==> src/rtl/demux_1_to_2_32bit_reg.sv <==
// demux_1_to_2_32bit_reg: registered 1-to-2 steering demux with one-entry slot per output;
// define DEMUX_COUNT_EN to add per-port delivered-word counters cnt_a/cnt_b.
module demux_1_to_2_32bit_reg #(
  parameter int WIDTH = 32
`ifdef DEMUX_COUNT_EN
  , parameter int CNT_W = 16
`endif
) (
  input  logic             clk,
  input  logic             rst,
  input  logic [WIDTH-1:0] in_data,
  input  logic             in_sel,
  input  logic             in_valid,
  output logic             in_ready,
  output logic [WIDTH-1:0] out_a_data,
  output logic             out_a_valid,
  input  logic             out_a_ready,
  output logic [WIDTH-1:0] out_b_data,
  output logic             out_b_valid,
  input  logic             out_b_ready
`ifdef DEMUX_COUNT_EN
  , output logic [CNT_W-1:0] cnt_a
  , output logic [CNT_W-1:0] cnt_b
`endif
);
  localparam logic [0:0] S_EMPTY = 1'b0;
  localparam logic [0:0] S_FULL  = 1'b1;
  logic [0:0]       state_a_q, state_a_d, state_b_q, state_b_d;
  logic [WIDTH-1:0] data_a_q, data_a_d, data_b_q, data_b_d;
  logic             drain_a, drain_b, acc_a, acc_b;
  // Handshake decode: a slot can take a word when empty or when it drains this same cycle.
  always_comb begin
    drain_a  = (state_a_q == S_FULL) & out_a_ready;
    drain_b  = (state_b_q == S_FULL) & out_b_ready;
    in_ready = in_sel ? ((state_b_q == S_EMPTY) | out_b_ready)
                      : ((state_a_q == S_EMPTY) | out_a_ready);
    acc_a    = in_valid & in_ready & ~in_sel;
    acc_b    = in_valid & in_ready & in_sel;
  end
  // Slot next state: a refill wins over a drain so drain+refill keeps the slot full without a bubble.
  always_comb begin
    state_a_d = acc_a ? S_FULL : (drain_a ? S_EMPTY : state_a_q);
    state_b_d = acc_b ? S_FULL : (drain_b ? S_EMPTY : state_b_q);
    data_a_d  = acc_a ? in_data : data_a_q;
    data_b_d  = acc_b ? in_data : data_b_q;
  end
  // Slot registers; held data is kept after a drain and only cleared by reset.
  always_ff @(posedge clk or posedge rst) begin
    if (rst) begin
      state_a_q <= S_EMPTY;
      state_b_q <= S_EMPTY;
      data_a_q  <= '0;
      data_b_q  <= '0;
    end else begin
      state_a_q <= state_a_d;
      state_b_q <= state_b_d;
      data_a_q  <= data_a_d;
      data_b_q  <= data_b_d;
    end
  end
  assign out_a_valid = (state_a_q == S_FULL);
  assign out_b_valid = (state_b_q == S_FULL);
  assign out_a_data  = data_a_q;
  assign out_b_data  = data_b_q;
`ifdef DEMUX_COUNT_EN
  logic [CNT_W-1:0] cnt_a_q, cnt_a_d, cnt_b_q, cnt_b_d;
  // Delivered-word counters wrap naturally at 2^CNT_W.
  always_comb begin
    cnt_a_d = cnt_a_q + {{(CNT_W-1){1'b0}}, drain_a};
    cnt_b_d = cnt_b_q + {{(CNT_W-1){1'b0}}, drain_b};
  end
  // Counter registers.
  always_ff @(posedge clk or posedge rst) begin
    if (rst) begin
      cnt_a_q <= '0;
      cnt_b_q <= '0;
    end else begin
      cnt_a_q <= cnt_a_d;
      cnt_b_q <= cnt_b_d;
    end
  end
  assign cnt_a = cnt_a_q;
  assign cnt_b = cnt_b_q;
`endif
endmodule

==> config.mk <==
export PLATFORM = sky130hd
export DESIGN_NAME = demux_1_to_2_32bit_reg
export DESIGN_NICKNAME = d
export VERILOG_FILES = /design/src/rtl/demux_1_to_2_32bit_reg.sv
export SDC_FILE = /design/constraint.sdc
export NUM_CORES = 1
export LEC_CHECK = 0
export BUFFER_PORTS_ARGS = -buffer_cell sky130_fd_sc_hd__buf_2
export CORE_ASPECT_RATIO = 1.5
export CORE_MARGIN = 1
export CORE_UTILIZATION = 43
export DETAILED_ROUTE_END_ITERATION = 6
export GPL_TIMING_DRIVEN = 0
export PLACE_DENSITY_LB_ADDON = 0.2
export REMOVE_ABC_BUFFERS = 1
export SLEW_MARGIN = 20
export SYNTH_ARGS = -nofsm -noshare
export SYNTH_HDL_FRONTEND = slang
export SYNTH_SLANG_ARGS = --single-unit
==> constraint.sdc <==
create_clock -name clk -period 1.8 [get_ports clk]
set_input_delay 0.09 -clock clk [delete_from_list [all_inputs] [get_ports clk]]
set_output_delay 0.09 -clock clk [all_outputs]
set_load 0.01 [all_outputs]
Yosys cells after proc, flatten, opt, wreduce, memory -nomap -nowiden
Cells that the tools add are included.
Storage, ports and cells
  bits in registers: 66
  word-level logic and storage cells: 21
Cells by class
  reductions and logical operators: 2
  multiplexer cells: 5
  bitwise operators: 10
Operator list (number)
  $and 1x1->1: 5
  $mux 1: 5
  $reduce_bool 2->1: 2
  $not 1->1: 3
  $or 1x1->1: 2

Longest topological paths before layout
  depth after elaboration: 6
  depth in mapped cells: 4

Worst setup path before layout
Ideal clock, no wire load.
  path type: flip-flop to flip-flop
  from: register state_a_q, in the netlist out_a_valid
  to: register data_a_q[0], in the netlist out_a_data[0]
  setup time: 0.125 ns
  path buffers: 1
  setup slack: 0.386 ns
  period minus slack after synthesis: 1.414 ns
  stages on the path, launching flop included: 5
  arrival time: 1.290 ns
  required time: 1.675 ns
  cell sequence: dfrtp_1 -> nand2b_2 -> nor3b_4 -> buf_6 -> mux2_2
On the way
  longest elaborated chain between the ends: 5
RTL lines
  from (decl): RTL line 28  | logic [0:0] state_a_q, state_a_d, state_b_q, state_b_d;
  from (signal assigned): RTL line 55  | state_a_q <= state_a_d;
  $not 1->1: RTL line 36  | : ((state_a_q == S_EMPTY) | out_a_ready);
  $or 1x1->1: RTL line 36
  $mux 1: RTL line 35  | in_ready = in_sel ? ((state_b_q == S_EMPTY) | out_b_ready)
  $and 1x1->1 (2 in series): RTL line 37  | acc_a = in_valid & in_ready & ~in_sel;
  to (signal assigned): RTL line 57  | data_a_q <= data_a_d;
  to (decl): RTL line 29  | logic [WIDTH-1:0] data_a_q, data_a_d, data_b_q, data_b_d;
Every way passes these cells.
A chain may end at the register's enable or synchronous reset.

Final worst setup path
  from: register state_a_q, in the netlist out_a_valid
  to: register data_a_q[19], in the netlist out_a_data[19]
Same word-level chain as after synthesis.

==> run summary <==
The run finished with clean final reports. The total area inside the core boundary comes to 5570 um^2. In this run the horizontal extent of the chip is 64.6 um.

The startpoint-to-endpoint class of the critical path is reg2reg. TritonCTS built the clock tree. For the worst flop-to-flop path, the logic depth is 4. Timing analysis after detailed placement gives a worst setup slack of -0.102 ns.

The internal power of the cells totals 0.00276 W. The logs give 0.453 for the effective utilization at floorplan and 0.34 ns for the clock latency on the worst-skew pair. The worst setup path is launched from a flop. The run gives 0.579 mV as the worst-case vdd ir drop. In the synthesized netlist, the number of instances is 147.

Summed over all layers, the routed wires come to 5240 um. Top cell type by total area after synthesis: sky130_fd_sc_hd__dfrtp_1. The logs give 0.274 for the clock power share and 0 for the total grt overflow. STA puts the critical path data arrival time at 1.88 ns. The share of the clock period used by the worst path after layout was 0.926. Number of iterations in the first detailed-routing pass: 3. The final critical-path required period was 1.67 ns. In this run the register-to-register setup slack is 0.13 ns. The ratio of routed vias to standard cells was 4.83. For hold timing, the worst endpoint is out_a_valid$_DFFE_PP0P_. For the sequential-to-total area share from yosys stat, the log shows 0.654. The layout overhead on the synthesized area is 43.3%. The layout cell share with drive strength beyond 1 works out to 0.628. The worst register-to-register path begins at out_a_valid$_DFFE_PP0P_. The run gives 2 as the maximum number of buffers from clock root to sink. The logs give 0.185 for the total routing resource utilization after global routing and 0 for the number of max-slew violations in the final report.

The number of antenna violations at the first check in global routing was 0; the number of clock sinks was 66. The global-route wire length before repair came out at 8380 um. The post-CTS clock slew at the launch and capture registers of the worst setup and hold paths works out to 0.06 ns. For the count of different cell masters after synthesis, the log shows 15.

The number of routed nets with antenna violations was 0. The tools report the required time at the endpoint of the critical path as 2.01 ns. Number of maximum-capacitance constraint violations: 0. The detailed router's first-iteration violation count was 49; the final net count was 331.

The logs give 0 for the remaining design rule violation count and 0 for the final number of hold-violating endpoints. By area the synthesized netlist is led by sky130_fd_sc_hd__dfrtp_1 65%, sky130_fd_sc_hd__mux2_2 28%, sky130_fd_sc_hd__buf_6 1.8%. In this run the cell area of the synthesized design comes to 2520 um^2. The number of placed instances, taps included, is 318. For the H-tree level count, the log shows 3. Along the worst path, the maximum fanout reaches 13. Number of global-route vias before repair: 1834. The count of buffers from port buffering is 104. The tools report the worst reg2reg path endpoint as out_a_data[19]$_DFFE_PP0P_. The switching power total is 0.00104 W.

Between clock sinks in the finished design, the worst skew comes to 0.00654 ns. The leakage power of the design was 1.72 nW. The part of the power in registers is 0.491. The tree is rooted in a sky130_fd_sc_hd__clkbuf_8. Setup slack closes at 0.133 ns. In the final routed layout, each cell accounts on average for 14.2 um. The total die area was 6190 um^2; the maximum number of pins on one net before global-route repair was 37. For this run, the number of Yosys warnings is 0. Share of total power in combinational logic: 0.234. The initialized floorplan defines 33 standard-cell rows. After the flow finishes, the layout carries non-filler instances totaling 368.

Buffers inserted during clock tree synthesis total 9. Class of the tightest hold or removal check: in2reg. The tools report the element type at the critical path end as a flop.

For this design the ratio of total power to cell area is 1050 nW/um^2. The tools report the number of setup violations in the final report as 0. Setup repair after global routing left no endpoint under its margin. The wire-length estimate of the detail-placed layout is 3400 um.

The fraction of post-synthesis cell area in the top cell type by area works out to 0.654. The number of inserted diodes was 0. Pin placement for this block handled 105 I/O pins. The count of vias placed by the detailed router is 1776, and the slew of the pin with the lowest slew margin is 0.540 ns. The run gives 600 MHz as the highest clock frequency the design can meet. The startpoint of the most critical hold path was in_sel. At the end of routability-driven placement, the weighted congestion stood at 0.656.

The switching portion of total power is 0.274, and the average cell area after synthesis is 17.2 um^2. In this run, synthesis produced a sequential element count of 66. The relative slew slack is 0.639, and the die outline height is 95.8 um. The cell depth of the worst min-delay path works out to 2.
## power by group through the flow
stage	Combinational, W	Clock (W)	Sequential, W
finish	0.000892	0.00104	0.00187
global route	0.000962	0.00114	0.00191
CTS	0.000901	0.00109	0.00187
detailed placement	0.000841	0	0.00190
global placement	0.000815	0	0.00189
floorplan	0.000307	0	0.00203
## final cells by class
cell class / instances / area [um^2]
fillers: 430 / 1960
flip-flops and latches: 66 / 1650
repair buffers: 140 / 901
multi-input cells: 74 / 803
clock buffers: 13 / 149
well taps: 70 / 87.6
clock inverters: 3 / 15.0
inverters: 2 / 10.0
## metal layers
metal | part of all wire | global-route usage
met1 | 0.39 | 0.202
met2 | 0.54 | 0.313
met3 | 0.048 | 0.0521
met4 | 0.030 | 0.122
met5 | 0 | 0
## flip-flops by register name, summed over array words and instances, names as in the netlist
signal and count:
out_a_data 32, out_b_data 32, out_a_valid 1, out_b_valid 1
## cell families after synthesis
logic type,count (synthesis),share of synthesized area
AND/OR/NAND/NOR,7,0.0243
flip-flops,66,0.654
multiplexers,64,0.286
AO/OA/AOI/OAI,2,0.00396
buffers and inverters,8,0.0317
## per-stage QoR
stage	area, um^2	hold WS [ns]	setup TNS, ns	util	total power, W
final	3620	0.0413	0	0.649	0.00381
after global placement	3060	0.327	-71.13	0.549	0.00270
after floorplan	2450	0.199	-3.99	-	0.00234
after CTS	3620	0.0295	0	0.649	0.00386
after global routing	3620	0.0383	0	0.649	0.00401
after detailed placement	3110	0.113	-2.87	0.558	0.00274
## cell usage in the layout, fill, tap and decap left out, types with 2 or more instances in the layout
cell type / n
sky130_fd_sc_hd__buf_2: 104
sky130_fd_sc_hd__buf_8: 2
sky130_fd_sc_hd__clkbuf_1: 3
sky130_fd_sc_hd__clkbuf_8: 10
sky130_fd_sc_hd__clkinv_2: 3
sky130_fd_sc_hd__dfrtp_1: 66
sky130_fd_sc_hd__dlygate4sd3_1: 33
sky130_fd_sc_hd__mux2_1: 2
sky130_fd_sc_hd__mux2_2: 62
sky130_fd_sc_hd__nor2_4: 2
## synthesized netlist by cell type
cell type                  instances
sky130_fd_sc_hd__nand2b_2          1
sky130_fd_sc_hd__o21ai_0           1
sky130_fd_sc_hd__a21oi_1           1
sky130_fd_sc_hd__or2b_1            1
sky130_fd_sc_hd__buf_6             4
sky130_fd_sc_hd__inv_1             2
sky130_fd_sc_hd__mux2_2           62
sky130_fd_sc_hd__and2b_1           1
sky130_fd_sc_hd__nor2_1            1
sky130_fd_sc_hd__mux2_1            2
sky130_fd_sc_hd__dfrtp_1          66
sky130_fd_sc_hd__nor2_4            1
sky130_fd_sc_hd__nand2_1           1
sky130_fd_sc_hd__nor3b_4           1
sky130_fd_sc_hd__clkbuf_8          2
## worst max path at each step
| stage | start | to | slack (ns) | cells after the start |
|---|---|---|---|---|
| after CTS | out_a_valid$_DFFE_PP0P_ | out_a_data[16]$_DFFE_PP0P_ | 0.11 | 4 |
| after floorplan | out_a_valid$_DFFE_PP0P_ | out_a_data[0]$_DFFE_PP0P_ | -0.12 | 3 |
| final | out_a_valid$_DFFE_PP0P_ | out_a_data[19]$_DFFE_PP0P_ | 0.13 | 4 |
| after detailed placement | out_b_valid$_DFFE_PP0P_ | out_b_data[0]$_DFFE_PP0P_ | -0.10 | 3 |
| after global placement | rst | out_a_data[11]$_DFFE_PP0P_ | -0.77 | 2 |
| after global routing | out_a_valid$_DFFE_PP0P_ | out_a_data[19]$_DFFE_PP0P_ | 0.02 | 4 |
## critical path: stages (launching register included)
cell and delay, ns:
sky130_fd_sc_hd__dfrtp_1 0.39, sky130_fd_sc_hd__nand2b_2 0.09, sky130_fd_sc_hd__nor3b_4 0.48, sky130_fd_sc_hd__buf_8 0.23, sky130_fd_sc_hd__mux2_2 0.35
## timing repair
item / CTS / global route
buffers inserted: 0 / 0
setup endpoints to repair: 32 / 0
hold buffers: 33 / 0
endpoints found under the hold margin: 91 / 0
resized for setup: 1 / 0
No activity file was read; power rests on OpenSTA's default activity.
